### src/rtl/busreq_mc_sm_if.sv
// Bus-request handshake bundle for busreq_mc_sm.
// master: the request sequencer (drives requests, grant and pulses).
// slave:  the DMA channels / bus side (drives enables, read permits, done).
interface busreq_mc_sm_if #(
    parameter int NCH = 2
);
    logic [NCH-1:0] dma_en;
    logic [NCH-1:0] wrt_req_en;
    logic [NCH-1:0] rd_ok;
    logic           req_done;
    logic           rd_req;
    logic           wr_req;
    logic [NCH-1:0] grant;
    logic [NCH-1:0] rd_update;
    logic [NCH-1:0] wr_update;
    logic [NCH-1:0] timeout_err;

    modport master (
        input  dma_en, wrt_req_en, rd_ok, req_done,
        output rd_req, wr_req, grant, rd_update, wr_update, timeout_err
    );

    modport slave (
        output dma_en, wrt_req_en, rd_ok, req_done,
        input  rd_req, wr_req, grant, rd_update, wr_update, timeout_err
    );
endinterface

### src/rtl/busreq_mc_sm.sv
// Multi-channel DMA bus request sequencer.
// Round-robin arbitration between NCH channels; each granted channel issues
// one write or read request, alternating when both are pending.
// Optional macro BUSREQ_TIMEOUT_EN adds a per-request timeout (TO_CYC cycles)
// that aborts a stuck request and pulses timeout_err for the owning channel.
// Without the macro requests wait for req_done indefinitely.
module busreq_mc_sm #(
    parameter int NCH    = 2,
    parameter int TO_CYC = 255
) (
    input  logic hclk,
    input  logic hreset,
    busreq_mc_sm_if.master bus
);

    localparam int PTR_W = (NCH > 1) ? $clog2(NCH) : 1;

    typedef enum logic [2:0] {
        IDLE   = 3'b000,
        ARB    = 3'b001,
        WRREQ  = 3'b010,
        RDREQ  = 3'b011,
        WRDONE = 3'b110,
        RDDONE = 3'b111,
        ABORT  = 3'b100
    } state_t;

    state_t            state;
    logic [NCH-1:0]    grant;
    logic [PTR_W-1:0]  grant_idx;
    logic [PTR_W-1:0]  rr_ptr;
    logic [PTR_W-1:0]  next_ptr;
    logic [NCH-1:0]    last_op;
    logic [NCH-1:0]    eligible;
    logic              rd_req;
    logic              wr_req;
    logic [NCH-1:0]    rd_update;
    logic [NCH-1:0]    wr_update;
    logic              pick_found;
    logic [PTR_W-1:0]  pick_idx;
    logic              pick_write;

`ifdef BUSREQ_TIMEOUT_EN
    localparam logic [7:0] TO_LAST = 8'(TO_CYC - 1);
    logic [7:0]        to_cnt;
    logic [NCH-1:0]    timeout_err;
`endif

    // A channel competes only when enabled and it has something to do.
    always_comb begin
        eligible = bus.dma_en & (bus.wrt_req_en | bus.rd_ok);
    end

    // First eligible channel at or after the round-robin pointer, wrapping.
    always_comb begin
        int cand;
        cand       = 0;
        pick_found = 1'b0;
        pick_idx   = '0;
        for (int k = 0; k < NCH; k++) begin
            cand = (int'(rr_ptr) + k) % NCH;
            if (!pick_found && eligible[cand[PTR_W-1:0]]) begin
                pick_found = 1'b1;
                pick_idx   = cand[PTR_W-1:0];
            end
        end
    end

    // Operation for the picked channel; last_op bit set means last was a write.
    always_comb begin
        if (bus.wrt_req_en[pick_idx] && bus.rd_ok[pick_idx]) begin
            pick_write = ~last_op[pick_idx];
        end else begin
            pick_write = bus.wrt_req_en[pick_idx];
        end
    end

    assign next_ptr = (int'(grant_idx) == NCH - 1) ? '0 : grant_idx + PTR_W'(1);

    // Sequencer state, grant, arbitration history and registered outputs.
    always_ff @(posedge hclk) begin
        if (hreset) begin
            state     <= IDLE;
            grant     <= '0;
            grant_idx <= '0;
            rr_ptr    <= '0;
            last_op   <= '0;
            rd_req    <= 1'b0;
            wr_req    <= 1'b0;
            rd_update <= '0;
            wr_update <= '0;
`ifdef BUSREQ_TIMEOUT_EN
            to_cnt      <= '0;
            timeout_err <= '0;
`endif
        end else begin
            rd_update <= '0;
            wr_update <= '0;
`ifdef BUSREQ_TIMEOUT_EN
            timeout_err <= '0;
`endif
            case (state)
                IDLE: begin
                    if (|bus.dma_en) begin
                        state <= ARB;
                    end
                end
                ARB: begin
                    if (!(|bus.dma_en)) begin
                        state <= IDLE;
                    end else if (pick_found) begin
                        grant     <= NCH'(1) << pick_idx;
                        grant_idx <= pick_idx;
`ifdef BUSREQ_TIMEOUT_EN
                        to_cnt    <= '0;
`endif
                        if (pick_write) begin
                            state  <= WRREQ;
                            wr_req <= 1'b1;
                        end else begin
                            state  <= RDREQ;
                            rd_req <= 1'b1;
                        end
                    end
                end
                WRREQ: begin
`ifdef BUSREQ_TIMEOUT_EN
                    to_cnt <= to_cnt + 8'd1;
`endif
                    if (bus.req_done) begin
                        state     <= WRDONE;
                        wr_req    <= 1'b0;
                        wr_update <= grant;
                    end
`ifdef BUSREQ_TIMEOUT_EN
                    else if (to_cnt == TO_LAST) begin
                        state       <= ABORT;
                        wr_req      <= 1'b0;
                        timeout_err <= grant;
                    end
`endif
                end
                RDREQ: begin
`ifdef BUSREQ_TIMEOUT_EN
                    to_cnt <= to_cnt + 8'd1;
`endif
                    if (bus.req_done) begin
                        state     <= RDDONE;
                        rd_req    <= 1'b0;
                        rd_update <= grant;
                    end
`ifdef BUSREQ_TIMEOUT_EN
                    else if (to_cnt == TO_LAST) begin
                        state       <= ABORT;
                        rd_req      <= 1'b0;
                        timeout_err <= grant;
                    end
`endif
                end
                WRDONE: begin
                    last_op[grant_idx] <= 1'b1;
                    rr_ptr             <= next_ptr;
                    grant              <= '0;
                    state              <= ARB;
                end
                RDDONE: begin
                    last_op[grant_idx] <= 1'b0;
                    rr_ptr             <= next_ptr;
                    grant              <= '0;
                    state              <= ARB;
                end
`ifdef BUSREQ_TIMEOUT_EN
                ABORT: begin
                    rr_ptr <= next_ptr;
                    grant  <= '0;
                    state  <= ARB;
                end
`endif
                default: begin
                    state  <= IDLE;
                    grant  <= '0;
                    rd_req <= 1'b0;
                    wr_req <= 1'b0;
                end
            endcase
        end
    end

    assign bus.rd_req    = rd_req;
    assign bus.wr_req    = wr_req;
    assign bus.grant     = grant;
    assign bus.rd_update = rd_update;
    assign bus.wr_update = wr_update;
`ifdef BUSREQ_TIMEOUT_EN
    assign bus.timeout_err = timeout_err;
`else
    assign bus.timeout_err = '0;
`endif

endmodule
### src/flat_wrapper.sv
// flat-port wrapper written by rule: the top's interface ports become plain ports
module busreq_mc_sm_flat 
#(
    parameter int NCH    = 2,
    parameter int TO_CYC = 255
)
  (hclk, hreset, bus_dma_en, bus_wrt_req_en, bus_rd_ok, bus_req_done, bus_rd_req, bus_wr_req, bus_grant, bus_rd_update, bus_wr_update, bus_timeout_err);
  busreq_mc_sm_if #(.NCH(NCH)) bus_i ();
  input  logic hclk;
  input  logic hreset;
  input wire logic [$bits(bus_i.dma_en)-1:0] bus_dma_en;
  input wire logic [$bits(bus_i.wrt_req_en)-1:0] bus_wrt_req_en;
  input wire logic [$bits(bus_i.rd_ok)-1:0] bus_rd_ok;
  input wire logic [$bits(bus_i.req_done)-1:0] bus_req_done;
  output wire logic [$bits(bus_i.rd_req)-1:0] bus_rd_req;
  output wire logic [$bits(bus_i.wr_req)-1:0] bus_wr_req;
  output wire logic [$bits(bus_i.grant)-1:0] bus_grant;
  output wire logic [$bits(bus_i.rd_update)-1:0] bus_rd_update;
  output wire logic [$bits(bus_i.wr_update)-1:0] bus_wr_update;
  output wire logic [$bits(bus_i.timeout_err)-1:0] bus_timeout_err;
  assign bus_i.dma_en = bus_dma_en;
  assign bus_i.wrt_req_en = bus_wrt_req_en;
  assign bus_i.rd_ok = bus_rd_ok;
  assign bus_i.req_done = bus_req_done;
  assign bus_rd_req = bus_i.rd_req;
  assign bus_wr_req = bus_i.wr_req;
  assign bus_grant = bus_i.grant;
  assign bus_rd_update = bus_i.rd_update;
  assign bus_wr_update = bus_i.wr_update;
  assign bus_timeout_err = bus_i.timeout_err;
  busreq_mc_sm #(.NCH(NCH), .TO_CYC(TO_CYC)) u_core (.hclk(hclk), .hreset(hreset), .bus(bus_i));
endmodule
### config.mk
export PLATFORM = sky130hd
export DESIGN_NAME = busreq_mc_sm_flat
export DESIGN_NICKNAME = d
export VERILOG_FILES = /design/src/rtl/busreq_mc_sm_if.sv /design/src/rtl/busreq_mc_sm.sv /design/src/flat_wrapper.sv
export SDC_FILE = /design/constraint.sdc
export NUM_CORES = 1
export LEC_CHECK = 0
export BUFFER_PORTS_ARGS = -buffer_cell sky130_fd_sc_hd__buf_2
export CAP_MARGIN = 40
export CORE_MARGIN = 3
export CORE_UTILIZATION = 40
export DETAILED_ROUTE_END_ITERATION = 6
export PLACE_DENSITY = 0.66
export SYNTH_ARGS = -nofsm -noshare
export SYNTH_HDL_FRONTEND = slang
export SYNTH_SLANG_ARGS = --single-unit
### constraint.sdc
create_clock -name hclk -period 1.4 [get_ports hclk]
set_clock_uncertainty 0.2 [all_clocks]
set_input_delay 0 -clock hclk [delete_from_list [all_inputs] [get_ports hclk]]
set_output_delay 0 -clock hclk [all_outputs]
set_load 0.01 [all_outputs]
# After elaboration in Yosys (flattened, before gate mapping)
# Cells that the tools add are included.
[totals]
register_bits = 15
latch_bits = 0
mem_bits_rw = 0
rom_bits = 0
input_bits = 9
wordCells = 98
memories = 0
[classes]
n_addsub = 2
multipliers = 0
div_mod_pow = 0
magnitude_cmp = 5
eq_ne = 13
shift = 1
mux = 39
n_bitwise = 11
reduce_logical = 18
[op_table]
columns = ["operator", "count"]
rows = [
  ["$mux W1", 25],
  ["$mux W3", 5],
  ["$pmux W3 S5", 1],
  ["$reduce_and A5 Y1", 2],
  ["$lt A1 B2 Y1 const B", 4],
  ["$ne A2 B1 Y1 const B", 4],
  ["$pmux W2 S2", 2],
  ["$reduce_or A2 Y1", 4],
  ["$reduce_or A4 Y1", 2],
  ["$eq A3 B2 Y1 const B", 2],
  ["$eq A3 B3 Y1 const B", 2],
  ["$mux W2", 3],
  ["$ne A2 B2 Y1 const B", 3],
  ["$not A1 Y1", 6],
  ["$pmux W1 S3", 2],
  ["$reduce_and A3 Y1", 2],
  ["$and A2 B2 Y2", 2],
  ["$or A2 B2 Y2", 2],
  ["$reduce_and A4 Y1", 1],
  ["$eq A3 B1 Y1 const B", 1],
  ["$logic_and A1 B1 Y1", 3],
  ["$logic_not A3 Y1", 1],
  ["$ne A3 B2 Y1 const B", 1],
  ["$reduce_or A3 Y1", 1],
  ["other kinds (7)", 8],
]

# Depth between registers and ports, before layout
# Gate-level depths: netlist (run 1).
[depth]
word_depth = 16
mapped_depth = 6
depth_no_buf = 5

# Worst setup path before layout (run 1)
# OpenSTA, ideal clock, no wires.
[synth_timing]
path_kind = "register to register"
start = "register u_core.state[0]"
end = "register u_core.wr_req, in the netlist u_core.bus.wr_req"
setup_ps = 58
t_arrival_ps = 1229
slack_ps = -87
stages_incl_launch_ff = 7
path_buffers = 1
period_less_slack_ps = 1487
cell_sequence = "dfxtp_1 -> clkbuf_2 -> nor2_1 -> mux2i_1 -> a21oi_1 -> a211oi_1 -> o21a_1"
[synth_via]
elab_chain_cells = 4
word_cells_on_any_way = 14
classes_between = "9 x eq/ne; 1 x mux; 1 x bitwise; 3 x reduce/logical"
[synth_rtl]
columns = ["element", "line", "source"]
rows = [
  ["start: declaration", "busreq_mc_sm.sv:28", "state_t state;"],
  ["start signal: assignment", "busreq_mc_sm.sv:83", "state <= IDLE;"],
  ["start signal: assignment", "busreq_mc_sm.sv:105", "state <= ARB;"],
  ["start signal: assignment", "busreq_mc_sm.sv:110", "state <= IDLE;"],
  ["$eq A3 B3 Y1, or another cell as far along", "busreq_mc_sm.sv:102", "case (state)"],
  ["$reduce_or A4 Y1 (no source line)", "--", ""],
  ["$not A1 Y1 (no source line)", "--", ""],
  ["$reduce_and A5 Y1 (no source line)", "--", ""],
  ["end signal: assignment", "busreq_mc_sm.sv:89", "wr_req <= 1'b0;"],
  ["end signal: assignment", "busreq_mc_sm.sv:119", "wr_req <= 1'b1;"],
  ["end signal: assignment", "busreq_mc_sm.sv:132", "wr_req <= 1'b0;"],
  ["end: declaration", "busreq_mc_sm.sv:36", "logic wr_req;"],
]
# Parallel ways exist; a longest one is shown, timed or not.
# A chain may end at the register's enable or synchronous reset.

# Final worst setup path (run 1)
[layout_timing]
start = "register u_core.rr_ptr"
end = "register u_core.state[0]"
[layout_via]
elab_chain_cells = 14
word_cells_on_any_way = 26
classes_between = "1 x add/sub; 1 x eq/ne; 19 x mux; 1 x bitwise; 4 x reduce/logical"
[layout_rtl]
columns = ["element", "line", "source"]
rows = [
  ["start: declaration", "busreq_mc_sm.sv:31", "logic [PTR_W-1:0] rr_ptr;"],
  ["start signal: assignment", "busreq_mc_sm.sv:162", "rr_ptr <= next_ptr;"],
  ["start signal: assignment", "busreq_mc_sm.sv:168", "rr_ptr <= next_ptr;"],
  ["$mux W1 (not written as such) (2 in series)", "busreq_mc_sm.sv:62", "if (!pick_found && eligible[cand[PTR_W-1:0]]) begin"],
  ["$mux W1", "busreq_mc_sm.sv:62", ""],
  ["$logic_not A1 Y1", "busreq_mc_sm.sv:62", ""],
  ["$logic_and A1 B1 Y1", "busreq_mc_sm.sv:62", ""],
  ["$mux W1", "busreq_mc_sm.sv:62", ""],
  ["$mux W1, on equally long branches (2 in series)", "busreq_mc_sm.sv:71, busreq_mc_sm.sv:74, busreq_mc_sm.sv:72", ""],
  ["$logic_and A1 B1 Y1 / $not A1 Y1 (equally long branches)", "busreq_mc_sm.sv:71, busreq_mc_sm.sv:72", ""],
  ["$mux W1", "busreq_mc_sm.sv:71", "if (bus.wrt_req_en[pick_idx] && bus.rd_ok[pick_idx]) begin"],
  ["$mux W1", "busreq_mc_sm.sv:117", "if (pick_write) begin"],
  ["$mux W3", "busreq_mc_sm.sv:111", "end else if (pick_found) begin"],
  ["$mux W3", "busreq_mc_sm.sv:109", "if (!(|bus.dma_en)) begin"],
  ["$pmux W3 S5", "busreq_mc_sm.sv:102", ""],
  ["end signal: assignment", "busreq_mc_sm.sv:105", ""],
  ["end signal: assignment", "busreq_mc_sm.sv:110", ""],
  ["end signal: assignment", "busreq_mc_sm.sv:118", "state <= WRREQ;"],
]
# Parallel ways exist; a longest one is shown, timed or not. The select of a mux whose other input is x is not followed.

==> results_dict.tcl, run 1 <==
set metrics [dict create \
    placed_area_um2 848 \
    hold-worst-slack_ns 0.0136 \
    timing.critical_path.from "u_core.rr_ptr" \
    synth_mux_area_frac 0.0145 \
    outcome "finished with violations" \
    synth_area_um2 689 \
    min_path_type "input pin to flop" \
    post_synth_and_or_nand_nor_area_fraction 0.256 \
    gp_congestion 0.730 \
    drc 0 \
    synth_sequential_area_ratio 0.436 \
    avgViaCountPerCell 5.32 \
    clock_tree.root_cell "clkbuf_4" \
    postLayoutCoreUtil 0.642 \
    clk_pin_slew_worst_paths_ns 0.09 \
    post_drt_wl_per_cell_um 13.2 \
    timing.critical_path.slowest_stage_cell "or3_4" \
    ys.warnings.count 0 \
    cp.required_ns 1.40 \
    place_hpwl_mm 1.11 \
    failed_checks "setup timing" \
    antenna-diode-count 0 \
    endpoint_arrival_time_on_the_critical_path_ns 1.42 \
    fraction_of_layout_cells_with_a_size_suffix_above_1 0.436 \
    synthDistinctLibCells 31 \
    rsz_0062_raised_after_global_routing "true" \
    r2r-end "u_core.state[0]" \
    fin_cells 133 \
    initial_core_util 0.442 \
    worstSetupEndpointType "flop" \
    grtUsageTotal 0.170 \
    post-place-cells 121 \
    number_of_instances_in_the_synthesized_netlist 84 \
    flop_to_flop_setup_slack_ns -0.02 \
    cts.sinks 15 \
    tritoncts.num_buffers 3 \
    core_area_mm2 0.00156 \
    io_pins 19 \
    crit_chain "o211ai_2, nor2_1, or3_4, o32ai_2" \
    worstReg2RegStart "u_core.rr_ptr" \
    power_per_cell_area_mw_per_mm2 1020 \
    timing.final.hold_violations 0 \
    fin_area_mm2 0.00100 \
    crit_path_max_fanout 3 \
    timing.max_cap.violations 0 \
    io_buffers 16 \
    worst_path_max_stage_delay_ns 0.40 \
    synth-compound-area-share 0.229 \
    synth-seq-cells 15 \
    drtAntennaViolNets 0 \
    hold_path_startpoint "bus_dma_en[1]" \
    irDropWorstVdd_v 0.000751 \
    postLayoutSetupSlackWorst_ns -0.0189 \
    criticalPathCategory "flop to flop" \
    min_to "u_core.bus.rd_req" \
    die_height_um 47.5 \
    synth_top_family_by_area "simple AND/OR/NAND/NOR gates" \
    row_count 14 \
    routed-via-count 708 \
    first_global_vias 632 \
    design.die.area_mm2 0.00226 \
    cts_tree "built" \
    die_x_um 47.5 \
    setup_violations 2 \
    global_route_wire_length_before_repair_mm 2.72 \
    grt_remaining_overflow 0 \
    number_of_antenna_violations_at_the_first_check_in_global_routing 0 \
    layout.nets 127 \
    power_leakage_nw 0.446 \
    synth_adder_area_share 0 \
    final.min_clock_period_ns 1.42 \
    area_growth_pct 45.2 \
    average_cell_area_after_synthesis_um2 8.21 \
    drt_iter0_drc 4 \
    clock_tree.buffer_depth 2 \
    postRouteWirelength_mm 1.76 \
    htree_levels 1 \
    yosys.area_share.xor_xnor 0 \
    setup-tns-final_ns -0.0346 \
    clock.fmax_mhz 705 \
    worst_case_reg_to_reg_path_depth 4 \
    slew_violations 0 \
    maximum_number_of_pins_on_one_net_before_global_route_repair 13 \
    worstSkewPairLatency_ns 0.28 \
    crit_path_start_kind "flop" \
    hold_path_depth 4 \
    finalCritPeriodShare 1.01 \
    n_fill_cell 132 \
    drt_pass1_iterations 4 \
]
-- synthesized netlist by cell type --
cell type  instances  area share
o211ai_1           1       0.011
o21ai_0            3       0.022
nand2b_2           1       0.013
or3_1              2       0.018
or2b_1             1       0.011
nor4_1             1      0.0091
a21oi_1           13       0.094
mux2i_1            1       0.015
clkbuf_1           1      0.0054
inv_1              2       0.011
dfxtp_1           15        0.44
o21a_1             1       0.011
o32ai_2            1       0.024
a211oi_1           1       0.011
a211o_1            1       0.013
and3_1             2       0.018
and2b_2            1       0.013
clkbuf_2           1      0.0073
nor3_1             3       0.022
nand2_1           10       0.054
nand2b_1           1      0.0091
or3_4              1       0.016
o211ai_2           1       0.018
buf_4              2       0.022
a311oi_1           1       0.013
conb_1             1      0.0054
nand3_1            1      0.0073
nor3b_1            1       0.011
buf_2              2       0.015
o21ai_2            1       0.013
nor2_1            10       0.054
-- placed cells by master (no fill, tap or decap), drive strengths merged --
cell / n
a211o: 1
a211oi: 1
a21oi: 13
a311oi: 1
and2b: 1
and3: 2
buf: 28
clkbuf: 3
clkinv: 1
conb: 2
dfxtp: 15
dlygate4sd3: 6
inv: 2
mux2i: 1
nand2: 10
nand2b: 2
nand3: 1
nor2: 10
nor3: 3
nor3b: 1
nor4: 1
o211ai: 2
o21a: 1
o21ai: 4
o32ai: 1
or2b: 1
or3: 3
-- kinds of logic (layout without fill, tap and decap cells) --
kind of cell,count (synthesis),in the layout
muxes,1,1
AOI/OAI and AO/OA,24,24
and+or+nand+nor,35,35
other,1,2
buffers and inverters,8,40
DFF,15,15
-- worst max-delay path: cells and delay by family, from the launching register on --
family | cells | cell delay, ns
compound gates | 2 | 0.34
simple gates | 2 | 0.46
flops | 1 | 0.34
-- worst max path at each step --
| stage | endpoint | slack [ns] | cells past startpoint |
|---|---|---|---|
| after floorplan | u_core.bus.wr_req | -0.0008 | 6 |
| after global placement | u_core.state[0] | -0.06 | 4 |
| after detailed placement | u_core.state[0] | -0.05 | 4 |
| after CTS | u_core.bus.wr_req | -0.06 | 4 |
| after global routing | u_core.bus.wr_req | -0.08 | 5 |
| final | u_core.state[0] | -0.02 | 4 |
-- timing repair --
action	4_1_cts	5_1_grt
pin swaps	4	6
hold buffers	6	0
gates resized for setup	1	13
endpoints found under the setup margin	5	8
setup buffers	0	2
endpoints found under the hold margin	13	0
-- metrics by stage --
stage / setup slack [ns] / total power, mW
2_1_floorplan: -0.000805 / 0.631
3_3_place_gp: -0.0578 / 0.713
3_5_place_dp: -0.0501 / 0.717
4_1_cts: -0.0597 / 0.974
5_1_grt: -0.0778 / 1.09
6_report: -0.0189 / 1.02
-- area by class of cell --
type / count / area [um2] / share of cell area
multi-input cells: 62 / 403 / 0.402
flip-flops and latches: 15 / 309 / 0.309
repair buffers: 34 / 234 / 0.234
clock buffers: 3 / 22.5 / 0.0225
well taps: 16 / 20.0 / 0.0200
inverters: 2 / 7.51 / 0.00750
clock inverters: 1 / 5.00 / 0.00500
-- routing by layer --
metal | vias up | share of wire | global-route usage
li1 | 359 | - | -
met1 | 332 | 0.41 | 0.205
met2 | 17 | 0.54 | 0.302
met3 | 0 | 0.045 | 0.0564
met4 | 0 | 0 | 0.0166
met5 | - | 0 | 0
-- power breakdown --
| group | switching [mW] | total [mW] | leakage, nW | internal, mW |
|---|---|---|---|---|
| Clock | 0.138 | 0.244 | 0.0177 | 0.106 |
| Combinational | 0.143 | 0.296 | 0.304 | 0.154 |
| Sequential | 0.0247 | 0.477 | 0.124 | 0.452 |
| Total | 0.305 | 1.02 | 0.446 | 0.712 |
Note: power is estimated with default switching activity, not from simulation.
==> inputs of run 2 (changes only) <==
HOLD_SLACK_MARGIN = 0.1   (was not set)
==> run 2 against run 1 <==
Net effect: the run ends with hold timing, setup timing left; non-clock buffer count grew 1; via count shrank 2.7%; maximum frequency shrank 0.16%; power is essentially flat; count of clock-buffer cells in the layout is the same; wire length shrank 1.0%; critical path depth is the same; first-iteration DRC count grew 100%; global-route usage is the same; cell count grew 0.75%.
==> results_dict.tcl, run 2 (same netlist as run 1, synthesis figures left out) <==
set metrics [dict create \
    n_fill_cell 132 \
    layout_commonest_cell "buf_2" \
    row_count 14 \
    fin_area_mm2 0.00102 \
    gp_congestion 0.730 \
    core_area_mm2 0.00156 \
    tritoncts.num_buffers 3 \
    timing.final.hold_violations 1 \
    die_x_um 47.5 \
    io_pins 19 \
    first_global_vias 622 \
    io_buffers 16 \
    timing_endpoint_of_the_critical_path "u_core.state[0]" \
    mostFrequentLayoutCells "buf_2, buf_4, a21oi_1, dfxtp_1" \
    flop_to_flop_setup_slack_ns -0.02 \
    worstSetupEndpointType "flop" \
    postRouteWirelength_mm 1.74 \
    crit_path_start_kind "flop" \
    clock_tree.root_cell "clkbuf_4" \
    initial_core_util 0.442 \
    setup_violations 2 \
    global_route_wire_length_before_repair_mm 2.72 \
    timing.critical_path.slowest_stage_cell "or3_4" \
    worstReg2RegStart "u_core.rr_ptr" \
    rsz_0062_raised_after_global_routing "true" \
    maximum_number_of_pins_on_one_net_before_global_route_repair 13 \
    routed-via-count 689 \
    area_growth_pct 47.7 \
    drt_iter0_drc 8 \
    clk_pin_slew_worst_paths_ns 0.09 \
    cts.sinks 15 \
    outcome "finished with violations" \
    fraction_of_layout_cells_with_a_size_suffix_above_1 0.432 \
    endpoint_arrival_time_on_the_critical_path_ns 1.41 \
    multi_input_area_um2 410 \
    grt_remaining_overflow 0 \
    slew_violations 0 \
    irDropWorstVdd_v 0.000717 \
    worstSkewPairLatency_ns 0.28 \
    finalPower_mw 1.02 \
    crit_path_max_fanout 3 \
    worst_path_max_stage_delay_ns 0.39 \
    drtAntennaViolNets 0 \
    final.min_clock_period_ns 1.42 \
    postLayoutSetupSlackWorst_ns -0.0211 \
    drc 0 \
    timing.max_cap.violations 0 \
    design.die.area_mm2 0.00226 \
    seqCellArea_um2 309 \
    number_of_antenna_violations_at_the_first_check_in_global_routing 0 \
    post-place-cells 121 \
    fin_cells 134 \
    post_drt_wl_per_cell_um 13.0 \
    finalCritPeriodShare 1.02 \
    power_per_cell_area_mw_per_mm2 998 \
    drt_pass1_iterations 4 \
    timing.critical_path.from "u_core.rr_ptr" \
    failed_checks "hold timing, setup timing" \
    place_hpwl_mm 1.11 \
    cts_tree "built" \
    avgViaCountPerCell 5.14 \
    r2r-end "u_core.state[0]" \
    dp_slack_ns -0.0501 \
    htree_levels 1 \
    hold-worst-slack_ns -0.0478 \
    clock_tree.buffer_depth 2 \
    placed_area_um2 848 \
    criticalPathCategory "flop to flop" \
    crit_chain "o211ai_2, nor2_1, or3_4, o32ai_2" \
    clock.fmax_mhz 704 \
    worst_case_reg_to_reg_path_depth 4 \
    power_leakage_nw 0.450 \
    layout.nets 128 \
    antenna-diode-count 0 \
    die_height_um 47.5 \
    grtUsageTotal 0.170 \
    min_path_type "input pin to flop" \
    cp.required_ns 1.39 \
    post_cts_hold_buffer_count 7 \
]
==> run 2: changes by cell type in the layout (fill, tap and decap cells not counted), sizes merged <==
cell | previous run | this run
dlygate4sd3 | 6 | 7
==> run 2: what timing repair did <==
item	in CTS	in global routing
hold endpoints to repair	15	3
pin swaps	4	7
setup buffers	0	2
setup endpoints to repair	5	8
gates resized for setup	1	14
gates cloned	0	0
==> run 2: report_power, final <==
group	switching, mW	internal [mW]
sequential	0.0246	0.452
clock	0.134	0.106
combinational	0.142	0.157
total	0.301	0.715
==> run 2: per-layer routing <==
layer,vias up,wire length [um],track usage
li1,361,-,-
met3,0,89,0.0564
met1,305,731,0.210
met4,0,0,0.0166
met2,23,917,0.297
met5,-,0,0
==> run 2: worst min-delay path by stage <==
stage	start	endpoint	slack (ns)	depth (start not counted)
2_1_floorplan	hreset	u_core.state[2]	-0.09	1
3_3_place_gp	hreset	flop	0.13	2
3_5_place_dp	hreset	u_core.state[0]	0.13	2
4_1_cts	bus_dma_en[1]	u_core.state[0]	-0.05	3
5_1_grt	bus_dma_en[1]	u_core.state[0]	-0.04	3
6_report	bus_dma_en[1]	u_core.state[0]	-0.05	3
==> run 2: worst max-delay path: cells and delay by family, from the launching register on <==
kind               cells  cell delay [ns]
AOI/OAI and AO/OA      2             0.34
and+or+nand+nor        2             0.45
DFF                    1             0.34
==> run 2: stage by stage <==
| step | hold WS (ns) | TNS [ns] | util |
|---|---|---|---|
| floorplan | -0.0856 | -0.00131 | - |
| CTS | -0.0544 | -0.178 | 0.610 |
| global placement | 0.132 | -0.0988 | 0.544 |
| detailed placement | 0.131 | -0.100 | 0.544 |
| global route | -0.0418 | -0.205 | 0.653 |
| finish | -0.0478 | -0.0347 | 0.653 |
==> run 2: layout make-up <==
type                            instances  share of cell area
Clock buffer                            3              0.0221
Inverter                                2             0.00737
Tap cell                               16              0.0197
Sequential cell                        15               0.303
Multi-Input combinational cell         62               0.403
Clock inverter                          1             0.00491
Timing Repair Buffer                   35               0.240
